$ cat config.mk
export PLATFORM = sky130hd
export DESIGN_NAME = ps2_receiver
export DESIGN_NICKNAME = d
export VERILOG_FILES = /design/src/rtl/ps2_pkg.sv /design/src/rtl/ps2_fifo.sv /design/src/rtl/ps2_receiver.sv
export SDC_FILE = /design/constraint.sdc
export NUM_CORES = 1
export LEC_CHECK = 0
export ABC_AREA = 1
export ABC_CLOCK_PERIOD_IN_PS = 4450
export CAP_MARGIN = 10
export CORE_ASPECT_RATIO = 1.1
export CORE_MARGIN = 2
export CORE_UTILIZATION = 60
export CTS_BUF_LIST = sky130_fd_sc_hd__clkbuf_2 sky130_fd_sc_hd__clkbuf_4 sky130_fd_sc_hd__clkbuf_8
export DETAILED_ROUTE_END_ITERATION = 8
export DONT_BUFFER_PORTS = 1
export PLACE_DENSITY_LB_ADDON = 0.15
export SKIP_LAST_GASP = 1
export SYNTH_ARGS = -nofsm -noshare
export SYNTH_HDL_FRONTEND = slang
export SYNTH_SLANG_ARGS = --single-unit
$ cat constraint.sdc
create_clock -name clk -period 4.45 [get_ports clk]
set_clock_uncertainty 0.15 [all_clocks]
set_input_delay 0.89 -clock clk [delete_from_list [all_inputs] [get_ports clk]]
set_output_delay 0.89 -clock clk [all_outputs]
set_load 0.05 [all_outputs]
$ cat src/rtl/ps2_pkg.sv
// Shared constants and helpers for the PS/2 receive path.
//   PS2_FRAME_BITS : bits per device-to-host frame (start, 8 data, parity, stop)
//   PS2_START      : required start-bit value
//   PS2_STOP       : required stop-bit value
//   PS2_FIFO_DEPTH : default receive FIFO depth
//   clog2()        : ceiling log2, used for pointer and counter widths
package ps2_pkg;

  localparam int unsigned PS2_FRAME_BITS = 11;
  localparam logic        PS2_START      = 1'b0;
  localparam logic        PS2_STOP       = 1'b1;
  localparam int unsigned PS2_FIFO_DEPTH = 8;

  function automatic int unsigned clog2(input int unsigned n);
    int unsigned r;
    r = 0;
    while ((64'd1 << r) < 64'(n)) r++;
    return r;
  endfunction

endpackage

$ cat src/rtl/ps2_fifo.sv
// Synchronous byte FIFO for received PS/2 scancodes.
//   clk, clrn : clock, asynchronous active-high reset
//   push, din : write request and byte; ignored when full unless a pop occurs too
//   pop       : read request; ignored when empty
//   dout      : byte at the head (valid while !empty)
//   empty/full: occupancy status
module ps2_fifo
  import ps2_pkg::*;
#(
  parameter int unsigned DEPTH = PS2_FIFO_DEPTH
) (
  input  logic       clk,
  input  logic       clrn,
  input  logic       push,
  input  logic       pop,
  input  logic [7:0] din,
  output logic [7:0] dout,
  output logic       empty,
  output logic       full
);

  localparam int unsigned AW = clog2(DEPTH);

  // One extra pointer bit distinguishes full from empty.
  logic [AW:0] wptr_q, rptr_q;
  logic [7:0]  mem_q [DEPTH];
  logic        wr_en, rd_en;

  always_comb begin
    empty = (wptr_q == rptr_q);
    full  = (wptr_q[AW] != rptr_q[AW]) && (wptr_q[AW-1:0] == rptr_q[AW-1:0]);
    rd_en = pop && !empty;
    // A pop in the same cycle frees the slot being written when full.
    wr_en = push && (!full || rd_en);
    dout  = mem_q[rptr_q[AW-1:0]];
  end

  always_ff @(posedge clk or posedge clrn) begin
    if (clrn) begin
      wptr_q <= '0;
      rptr_q <= '0;
      for (int unsigned i = 0; i < DEPTH; i++) mem_q[i] <= 8'h00;
    end else begin
      if (wr_en) begin
        mem_q[wptr_q[AW-1:0]] <= din;
        wptr_q <= wptr_q + 1'b1;
      end
      if (rd_en) rptr_q <= rptr_q + 1'b1;
    end
  end

endmodule

$ cat src/rtl/ps2_receiver.sv
// PS/2 device-to-host receiver with receive FIFO.
//   clk, clrn   : system clock, asynchronous active-high reset
//   ps2_clk/data: raw asynchronous PS/2 lines
//   nextdata_n  : active-low level-sensitive pop request
//   data, ready : FIFO head byte and non-empty flag
//   overflow    : sticky, good frame dropped on a full FIFO
//   frame_err   : sticky, frame dropped for bad start/stop/parity
module ps2_receiver
  import ps2_pkg::*;
#(
  parameter int unsigned FIFO_DEPTH  = PS2_FIFO_DEPTH,
  parameter int unsigned TIMEOUT_CYC = 50000
) (
  input  logic       clk,
  input  logic       clrn,
  input  logic       ps2_clk,
  input  logic       ps2_data,
  input  logic       nextdata_n,
  output logic [7:0] data,
  output logic       ready,
  output logic       overflow,
  output logic       frame_err
);

  localparam int unsigned IdleW = clog2(TIMEOUT_CYC + 1);

  logic [2:0]       clk_sync_q;
  logic [1:0]       data_sync_q;
  logic             fall_q;
  logic [3:0]       bcnt_q;
  logic [9:0]       shift_q;
  logic [IdleW-1:0] idle_q;
  logic             overflow_q, frame_err_q;

  logic bit_in, frame_last, frame_good, push_req, pop, empty, full;

  always_comb begin
    bit_in     = data_sync_q[1];
    frame_last = fall_q && (bcnt_q == 4'(PS2_FRAME_BITS - 1));
    // shift_q[0] is the start bit, [8:1] data LSB first, [9] parity.
    frame_good = (shift_q[0] == PS2_START) && (bit_in == PS2_STOP) && (^shift_q[9:1]);
    push_req   = frame_last && frame_good;
    pop        = !nextdata_n && !empty;
    ready      = !empty;
    overflow   = overflow_q;
    frame_err  = frame_err_q;
  end

  always_ff @(posedge clk or posedge clrn) begin
    if (clrn) begin
      clk_sync_q  <= '1;
      data_sync_q <= '1;
      fall_q      <= 1'b0;
      bcnt_q      <= '0;
      shift_q     <= '0;
      idle_q      <= '0;
      overflow_q  <= 1'b0;
      frame_err_q <= 1'b0;
    end else begin
      clk_sync_q  <= {clk_sync_q[1:0], ps2_clk};
      data_sync_q <= {data_sync_q[0], ps2_data};
      // Registered edge strobe; the data bit is taken on the cycle it is high.
      fall_q      <= clk_sync_q[2] & ~clk_sync_q[1];

      if (fall_q) begin
        idle_q <= '0;
        if (frame_last) begin
          bcnt_q <= '0;
          if (!frame_good) frame_err_q <= 1'b1;
        end else begin
          bcnt_q  <= bcnt_q + 4'd1;
          shift_q <= {bit_in, shift_q[9:1]};
        end
      end else if (bcnt_q != '0) begin
        // Stalled partial frame: drop it silently.
        if (idle_q == IdleW'(TIMEOUT_CYC)) begin
          bcnt_q <= '0;
          idle_q <= '0;
        end else begin
          idle_q <= idle_q + IdleW'(1);
        end
      end else begin
        idle_q <= '0;
      end

      if (push_req && full && !pop) overflow_q <= 1'b1;
    end
  end

  ps2_fifo #(
    .DEPTH(FIFO_DEPTH)
  ) u_fifo (
    .clk  (clk),
    .clrn (clrn),
    .push (push_req),
    .pop  (pop),
    .din  (shift_q[8:1]),
    .dout (data),
    .empty(empty),
    .full (full)
  );

endmodule

Yosys cells after proc, flatten, opt, wreduce, memory -nomap -nowiden:

Index checks and enable logic that the tools add are counted.

* register bits: 110
* input bits: 5
* output and inout port bits: 11
* word-level logic and storage cells: 73

* add/subtract/negate cells: 4
* $lt $le $gt $ge: 3
* equality and inequality tests: 5
* multiplexer cells: 13
* bitwise gates (word level): 7
* reductions and logical operators: 23

Operators by type and width (count)
* 64-bit bitwise mux: 1
* 16-bit 2-to-1 mux: 3
* 8-bit binary-select mux with 3-bit select: 1
* 8-bit demux with 3-bit select: 1
* 8-bit 2-to-1 mux: 3
* 16-bit by 1-bit adder with 16-bit output, second input constant: 1
* 16-bit == test, second input constant: 1
* 4-bit 2-to-1 mux: 4
* 4-bit by 1-bit adder with 4-bit output, second input constant: 3
* 1-bit logical AND: 11
* 9-bit parity: 1
* 4-bit >= comparator, second input constant: 2
* 3-bit NOT with 4-bit output: 2
* 4-bit == test: 1
* 4-bit == test, second input constant: 1
* 1-bit zero test: 4
* 4-bit by 1-bit < comparator with 1-bit output, second input constant: 1
* 1-bit NOT: 4
* 2-bit AND reduction: 2
* 2-bit nonzero test: 2
* 4-bit nonzero test: 1
* 3-bit == test: 1
* 3-bit AND reduction: 1
* 1-bit AND: 1
* other kinds (2): 2

Longest topological paths before layout:

Gate-level depths: netlist of the first run.

* depth after elaboration: 6
* mapped depth: 15
* gate-level depth less buffers: 13

Modules after synthesis:

From an unflattened synthesis of the first run, not the netlist that was laid out.

* cell total of the unflattened synthesis: 708
* area, all modules: 5841.9 um^2

Modules (own cells, without submodules)
* ps2_fifo: instances 1, cells an instance 473, area each 3896.2 um^2, sequential area each 1801.7 um^2
* ps2_receiver: instances 1, cells an instance 235, area each 1945.6 um^2, sequential area each 957.2 um^2

Least setup slack after synthesis of the first run:

Ideal clock, no wire load.

* kind: reg-to-output
* start: register u_fifo.rptr_q[1]
* end: output port data[6]
* data arrival time: 2.018 ns
* slack: 1.392 ns
* cell stages (with the launch flop): 8
* buffers on the path: 2
* cells stage by stage: dfrtp_1 > buf_2 > inv_1 > clkbuf_1 > o21ai_0 > o22ai_1 > nor2_1 > a31oi_1

* cells in the longest elaborated chain, start to end: 4

RTL lines
* from (decl): line ps2_fifo.sv:25 `logic [AW:0] wptr_q, rptr_q;`
* from (signal assigned): line ps2_fifo.sv:48 `if (rd_en) rptr_q <= rptr_q + 1'b1;`
* 3-bit NOT with 4-bit output (not written as such): line ps2_fifo.sv:35 `dout = mem_q[rptr_q[AW-1:0]];`
* 8-bit binary-select mux with 3-bit select: line ps2_fifo.sv:35
* 8-bit 2-to-1 mux (not written as such) (2 in series): line ps2_fifo.sv:35
* to (decl): line ps2_receiver.sv:19 `output logic [7:0] data,`

Every way passes these cells. The select of a mux whose other input is x is not followed.

Final worst setup path of the first run:

* start: register u_fifo.rptr_q[0]
* end: output port data[2]

Same word-level chain as after synthesis.

==> results.py, run 1 <==
metrics = {
    "drt": {
        "viasPerCell": 6.16,
        "drt_iter0_markers": 423,
        "drcViolationCount": 0,
        "dr_total_vias": 4841,
        "wl_per_cell_um": 17.7,
        "ant_nets": 0,
        "first_pass_iters": 6,
        "finalWirelength_um": 13900,
    },
    "sta": {
        "setup_slack_ns": 1.15,
        "rsz0062_at_grt": "false",
        "slew_headroom_pct": 36.4,
        "maxSlewViolCount": 0,
        "setup_viol": 0,
        "max_slew.worst_pin.slew_ns": 0.953,
        "fmax_mhz": 303,
        "holdWs_ns": 0.213,
        "hold_violations": 0,
        "fin_crit_sh_pct": 74.2,
        "fin_crit_ns": 3.30,
        "tns_ns": 0,
    },
    "synth": {
        "ys_ff_latch": 110,
        "yosys_warnings": 0,
        "synth_cell_type_count": 39,
        "synth_cells": 680,
        "syn_nets": 692,
        "synth_area_sq_mm": 0.00579,
        "syn_avg_cell_area_sq_um": 8.52,
        "synth_seq_area_share_pct": 47.6,
    },
    "place": {
        "placed_cell_area_sq_mm": 0.00578,
        "detailed_place_hpwl_um": 9140,
        "dp.cells": 770,
        "io_buffers": 0,
        "place_ws_ns": 1.57,
        "routabilityCongestion": 0.961,
    },
    "cells_and_area": {
        "fin_util_pct": 64.1,
        "final_common_cell": "nand2_1",
        "diodes": 0,
        "area_growth_pct": 3.43,
        "layout.nets": 676,
        "fin_area_sq_mm": 0.00599,
        "finalNonFillerCells": 786,
        "layout_common_cells": "185 x nand2_1, 105 x dfrtp_1, 75 x nor2_1, 72 x nand4_1, 50 x o21ai_0",
        "drive_above_1_share_pct": 11.1,
        "n_fill_cell": 775,
    },
    "clock_network": {
        "ctsLongestPathBuffers": 2,
        "clk_pin_slew_ns": 0.11,
        "clock_sinks": 110,
        "h-tree-depth": 3,
        "postCtsSetupRepairBufs": 0,
        "cts_tree": "yes",
        "cts_buffers": 9,
        "postCtsHoldBufs": 0,
        "cts-resized-gates": 0,
        "insertion_delay_ns": 0.39,
        "clockRootBuffer": "clkbuf_8",
    },
    "power_and_ir_drop": {
        "p_comb_share_pct": 40.5,
        "totalPowerFinal_mw": 3.25,
        "p_switching_mw": 1.52,
        "p_per_area_mw_per_mm2": 543,
        "ir_drop_v": 0.000337,
        "p_int_mw": 1.73,
        "seqPwrFrac_pct": 39.5,
        "pwr-share-clk_pct": 20.0,
        "swShare_pct": 46.6,
        "leakagePower_nw": 2.93,
    },
    "floorplanning": {
        "dieArea_sq_mm": 0.0105,
        "fp.dieH_um": 107,
        "core_area_sq_mm": 0.00935,
        "die_x_um": 97.7,
        "ios": 16,
        "core.rowCount": 37,
        "initial_core_util_pct": 61.9,
    },
    "setup_path": {
        "endpoint_kind": "output port",
        "path_cells": "inv_1 > o21ai_0 > o22ai_1 > nor2_1 > a31oi_1 > buf_4",
        "critPathMaxFanout": 34,
        "cp_slowest_cell": "inv_1",
        "criticalPathCategory": "flop to output port",
        "start_kind": "flop",
        "cp.required_ns": 3.41,
        "cp_data_arrival_time_ns": 2.26,
        "cp_slowest_stage_delay_ns": 0.66,
    },
    "grt": {
        "grtUsageTotal_pct": 28.1,
        "grt_pass1_vias": 4515,
        "grt_max_degree": 79,
        "grt-ovfl-total": 0,
        "antenna_found_initial": 0,
        "grt_pass1_wl_um": 23100,
    },
    "job": {
        "cap_violations": 0,
    },
    "status": {
        "status": "finished, final reports clean",
    },
    "worst_hold_path": {
        "hold_class": "flop to flop",
    },
}
## Yosys cell counts, drive strengths merged
cell    instances  area (sq um)
xnor2           3          26.3
xor2            8          70.1
clkinv          1          3.75
nand2         191           742
dfstp           5           131
o21bai          2          18.8
a21oi           8          43.8
nand4          80           621
mux2            1          11.3
nor4            1          6.26
a31oi          10          62.6
o22ai           8          50.1
nor3b           3          22.5
buf            27           206
dfrtp         105          2630
o21ai          50           250
nand3          18           118
inv            43           164
o21a            1          7.51
ha              7          87.6
o31ai           1          7.51
clkbuf         12          45.0
nor3           16           130
nor2           79           339
## worst max-delay path: cells and delay by family, from the launching register on
family,cells,cell delay (ns)
AOI/OAI and AO/OA,3,0.51
buffers and inverters,2,0.89
DFF,1,0.40
and+or+nand+nor,1,0.08
## state kept, by name, indices dropped and copies added, names as in the netlist, 2 cells and up
register	cells
bcnt_q	4
u_fifo.rptr_q	4
idle_q	16
u_fifo.mem_q	64
u_fifo.wptr_q	4
shift_q	10
data_sync_q	2
clk_sync_q	3
## final timing paths
| path | start | endpoint | slack, ns | cells past startpoint |
|---|---|---|---|---|
| worst max-delay path | u_fifo.rptr_q[0] | data[2] | 1.15 | 6 |
| worst min-delay path | clk_sync_q[0] | clk_sync_q[1] | 0.21 | 0 |
| worst max register to register | u_fifo.rptr_q[0] | u_fifo.mem_q[19] | 1.48 | 8 |
| worst min register to register | clk_sync_q[0] | clk_sync_q[1] | 0.21 | 0 |
| max in group asynchronous | clrn | u_fifo.wptr_q[0] | 2.98 | 2 |
| min in group asynchronous | clrn | u_fifo.mem_q[41] | 0.29 | 1 |
## final cells by class
cell class,count,area (sq um),share of cell area (%)
repair buffers,12,90.1,1.50
clock inverters,7,87.6,1.46
well taps,117,146,2.44
clock buffers,9,124,2.07
inverters,44,170,2.84
flip-flops and latches,110,2760,46.1
multi-input cells,487,2610,43.6
## power groups by stage
| stage | clock network [mW] | logic [mW] | registers, mW |
|---|---|---|---|
| after global routing | 0.698 | 1.43 | 1.30 |
| after global placement | 0 | 1.28 | 1.29 |
| after CTS | 0.659 | 1.30 | 1.28 |
| final | 0.650 | 1.32 | 1.28 |
| after detailed placement | 0 | 1.30 | 1.30 |
| after floorplan | 0 | 1.10 | 1.16 |
## cell families after synthesis
logic type	synth area share [%]
compound gates	7.60
xor+xnor	1.66
fa+ha+maj	1.51
buf+inv	7.24
flops	47.6
mux	0.194
simple gates	34.2
## metal layers
layer,track usage [%],vias up,routed length [um]
met4,13.4,0,478
met3,3.78,39,971
met5,0,-,0
li1,-,2251,-
met1,39.2,2367,5900
met2,43.8,184,6530
Note: power is estimated with default switching activity, not from simulation.
==> run 2: changes to the inputs <==
--- a/config.mk
+++ b/config.mk
@@ -6,7 +6,7 @@
 export NUM_CORES = 1
 export LEC_CHECK = 0
 export ABC_AREA = 1
-export ABC_CLOCK_PERIOD_IN_PS = 4450
+export ABC_CLOCK_PERIOD_IN_PS = 3400
 export CAP_MARGIN = 10
 export CORE_ASPECT_RATIO = 1.1
 export CORE_MARGIN = 2
==> constraint.sdc (replaced) <==
create_clock -name clk -period 3.4 [get_ports clk]
set_clock_uncertainty 0.15 [all_clocks]
set_input_delay 0.68 -clock clk [delete_from_list [all_inputs] [get_ports clk]]
set_output_delay 0.68 -clock clk [all_outputs]
set_load 0.05 [all_outputs]
==> run 2 against run 1 <==
Worst hold slack worse by 0.081 ns. Count of clock-buffer cells in the layout unchanged. Sequential share of layout area down 0.19 points. Routed wire length down 3.3%. Global-route usage down 0.93 points. Via count down 1.6%. Critical path depth unchanged. Final cell count up 0.51%. Non-clock buffer count up 4. Design area up 0.42%. Highest routed layer unchanged.
==> results.py, run 2 (synthesis gave the netlist of run 1 again) <==
metrics = {
    "floorplanning": {
        "die_x_um": 97.7,
        "ios": 16,
        "dieArea_sq_mm": 0.0105,
        "initial_core_util_pct": 61.9,
        "core_area_sq_mm": 0.00935,
        "core.rowCount": 37,
        "fp.dieH_um": 107,
    },
    "clock_network": {
        "clk_pin_slew_ns": 0.11,
        "insertion_delay_ns": 0.38,
        "postCtsHoldBufs": 0,
        "cts-resized-gates": 0,
        "ctsLongestPathBuffers": 2,
        "cts_tree": "yes",
        "cts_buffers": 9,
        "h-tree-depth": 3,
        "postCtsSetupRepairBufs": 0,
        "clock_sinks": 110,
        "clockRootBuffer": "clkbuf_8",
    },
    "cells_and_area": {
        "layout_common_cells": "185 x nand2_1, 105 x dfrtp_1, 75 x nor2_1, 72 x nand4_1, 50 x o21ai_0",
        "finalNonFillerCells": 790,
        "fin_util_pct": 64.3,
        "layout.nets": 680,
        "n_fill_cell": 763,
        "diodes": 0,
        "reg_top3": "u_fifo.mem_q (64), idle_q (16), shift_q (10)",
        "seqCellArea_sq_mm": 0.00276,
        "area_growth_pct": 3.87,
        "largest_register_ffs": 64,
        "final_common_cell": "nand2_1",
        "fin_area_sq_mm": 0.00602,
        "regMostFlops": "u_fifo.mem_q",
        "drive_above_1_share_pct": 11.6,
        "multi_input_area_sq_mm": 0.00261,
    },
    "place": {
        "routabilityCongestion": 0.892,
        "placed_cell_area_sq_mm": 0.00584,
        "dp.cells": 774,
        "place_ws_ns": 0.679,
        "detailed_place_hpwl_um": 9040,
        "io_buffers": 0,
    },
    "setup_path": {
        "crit_end": "data[2]",
        "cp-startpoint": "u_fifo.rptr_q[1]",
        "start_kind": "flop",
        "critPathMaxFanout": 20,
        "cp_data_arrival_time_ns": 2.36,
        "rr_startpoint": "u_fifo.rptr_q[1]",
        "endpoint_kind": "output port",
        "rrSetupSlack_ns": 0.65,
        "rr_worst_depth": 9,
        "worstReg2RegEnd": "u_fifo.mem_q[19]",
        "cp.required_ns": 2.57,
        "criticalPathCategory": "flop to output port",
    },
    "power_and_ir_drop": {
        "p_per_area_mw_per_mm2": 692,
        "totalPowerFinal_mw": 4.16,
        "leakagePower_nw": 2.93,
        "ir_drop_v": 0.000460,
    },
    "sta": {
        "fin_crit_sh_pct": 94.0,
        "fin_crit_ns": 3.19,
        "setup_viol": 0,
        "max_slew.worst_pin.slew_ns": 0.877,
        "rsz0062_at_grt": "false",
        "hold_violations": 0,
        "maxSlewViolCount": 0,
        "fmax_mhz": 313,
        "holdWs_ns": 0.132,
        "tns_ns": 0,
        "slew_headroom_pct": 41.2,
        "setup_slack_ns": 0.205,
    },
    "grt": {
        "antenna_found_initial": 0,
        "grt-ovfl-total": 0,
        "grt_pass1_vias": 4594,
        "grt_pass1_wl_um": 22700,
        "grt_max_degree": 111,
        "grtUsageTotal_pct": 27.2,
    },
    "drt": {
        "viasPerCell": 6.03,
        "drcViolationCount": 0,
        "wl_per_cell_um": 17.0,
        "finalWirelength_um": 13400,
        "drt_iter0_markers": 491,
        "dr_total_vias": 4762,
        "first_pass_iters": 5,
        "ant_nets": 0,
    },
    "status": {
        "status": "finished, final reports clean",
    },
    "job": {
        "cap_violations": 0,
    },
    "worst_hold_path": {
        "hold_class": "primary input to flop",
    },
}
-- run 2: metal layers --
metal | vias to the layer above | wire length, um | GRT usage [%]
li1 | 2265 | - | -
met1 | 2262 | 5780 | 38.5
met2 | 200 | 6180 | 40.7
met3 | 35 | 1060 | 4.95
met4 | 0 | 415 | 13.1
met5 | - | 0 | 0
-- run 2: area by class of cell --
cell class              count  share of cell area (%)
well taps                 117                    2.43
inverters                  44                    2.85
clock inverters             7                   0.936
clock buffers               9                    2.06
repair buffers             16                    2.41
flip-flops and latches    110                    45.9
multi-input cells         487                    43.4
-- run 2: worst min-delay path by stage --
| stage | depth (start not counted) | end | from |
|---|---|---|---|
| 6_report | 0 | data_sync_q[0] | ps2_data |
| 5_1_grt | 0 | data_sync_q[0] | ps2_data |
| 4_1_cts | 0 | data_sync_q[0] | ps2_data |
| 3_5_place_dp | 0 | clk_sync_q[1] | clk_sync_q[0] |
| 3_3_place_gp | 0 | data_sync_q[1] | data_sync_q[0] |
| 2_1_floorplan | 0 | clk_sync_q[1] | clk_sync_q[0] |
-- run 2: power by group --
part	leakage [nW]	total [mW]	internal [mW]	switching [mW]
clock network	0.0789	0.747	0.274	0.473
logic	1.36	1.73	0.512	1.22
registers	1.49	1.69	1.42	0.270
total	2.93	4.16	2.20	1.96
-- run 2: worst max-delay path: stages, from the launching register on --
cell	delay [ns]
dfrtp_1	0.62
inv_1	0.50
o21ai_0	0.19
o22ai_1	0.23
nor2_1	0.07
a31oi_1	0.16
buf_4	0.22
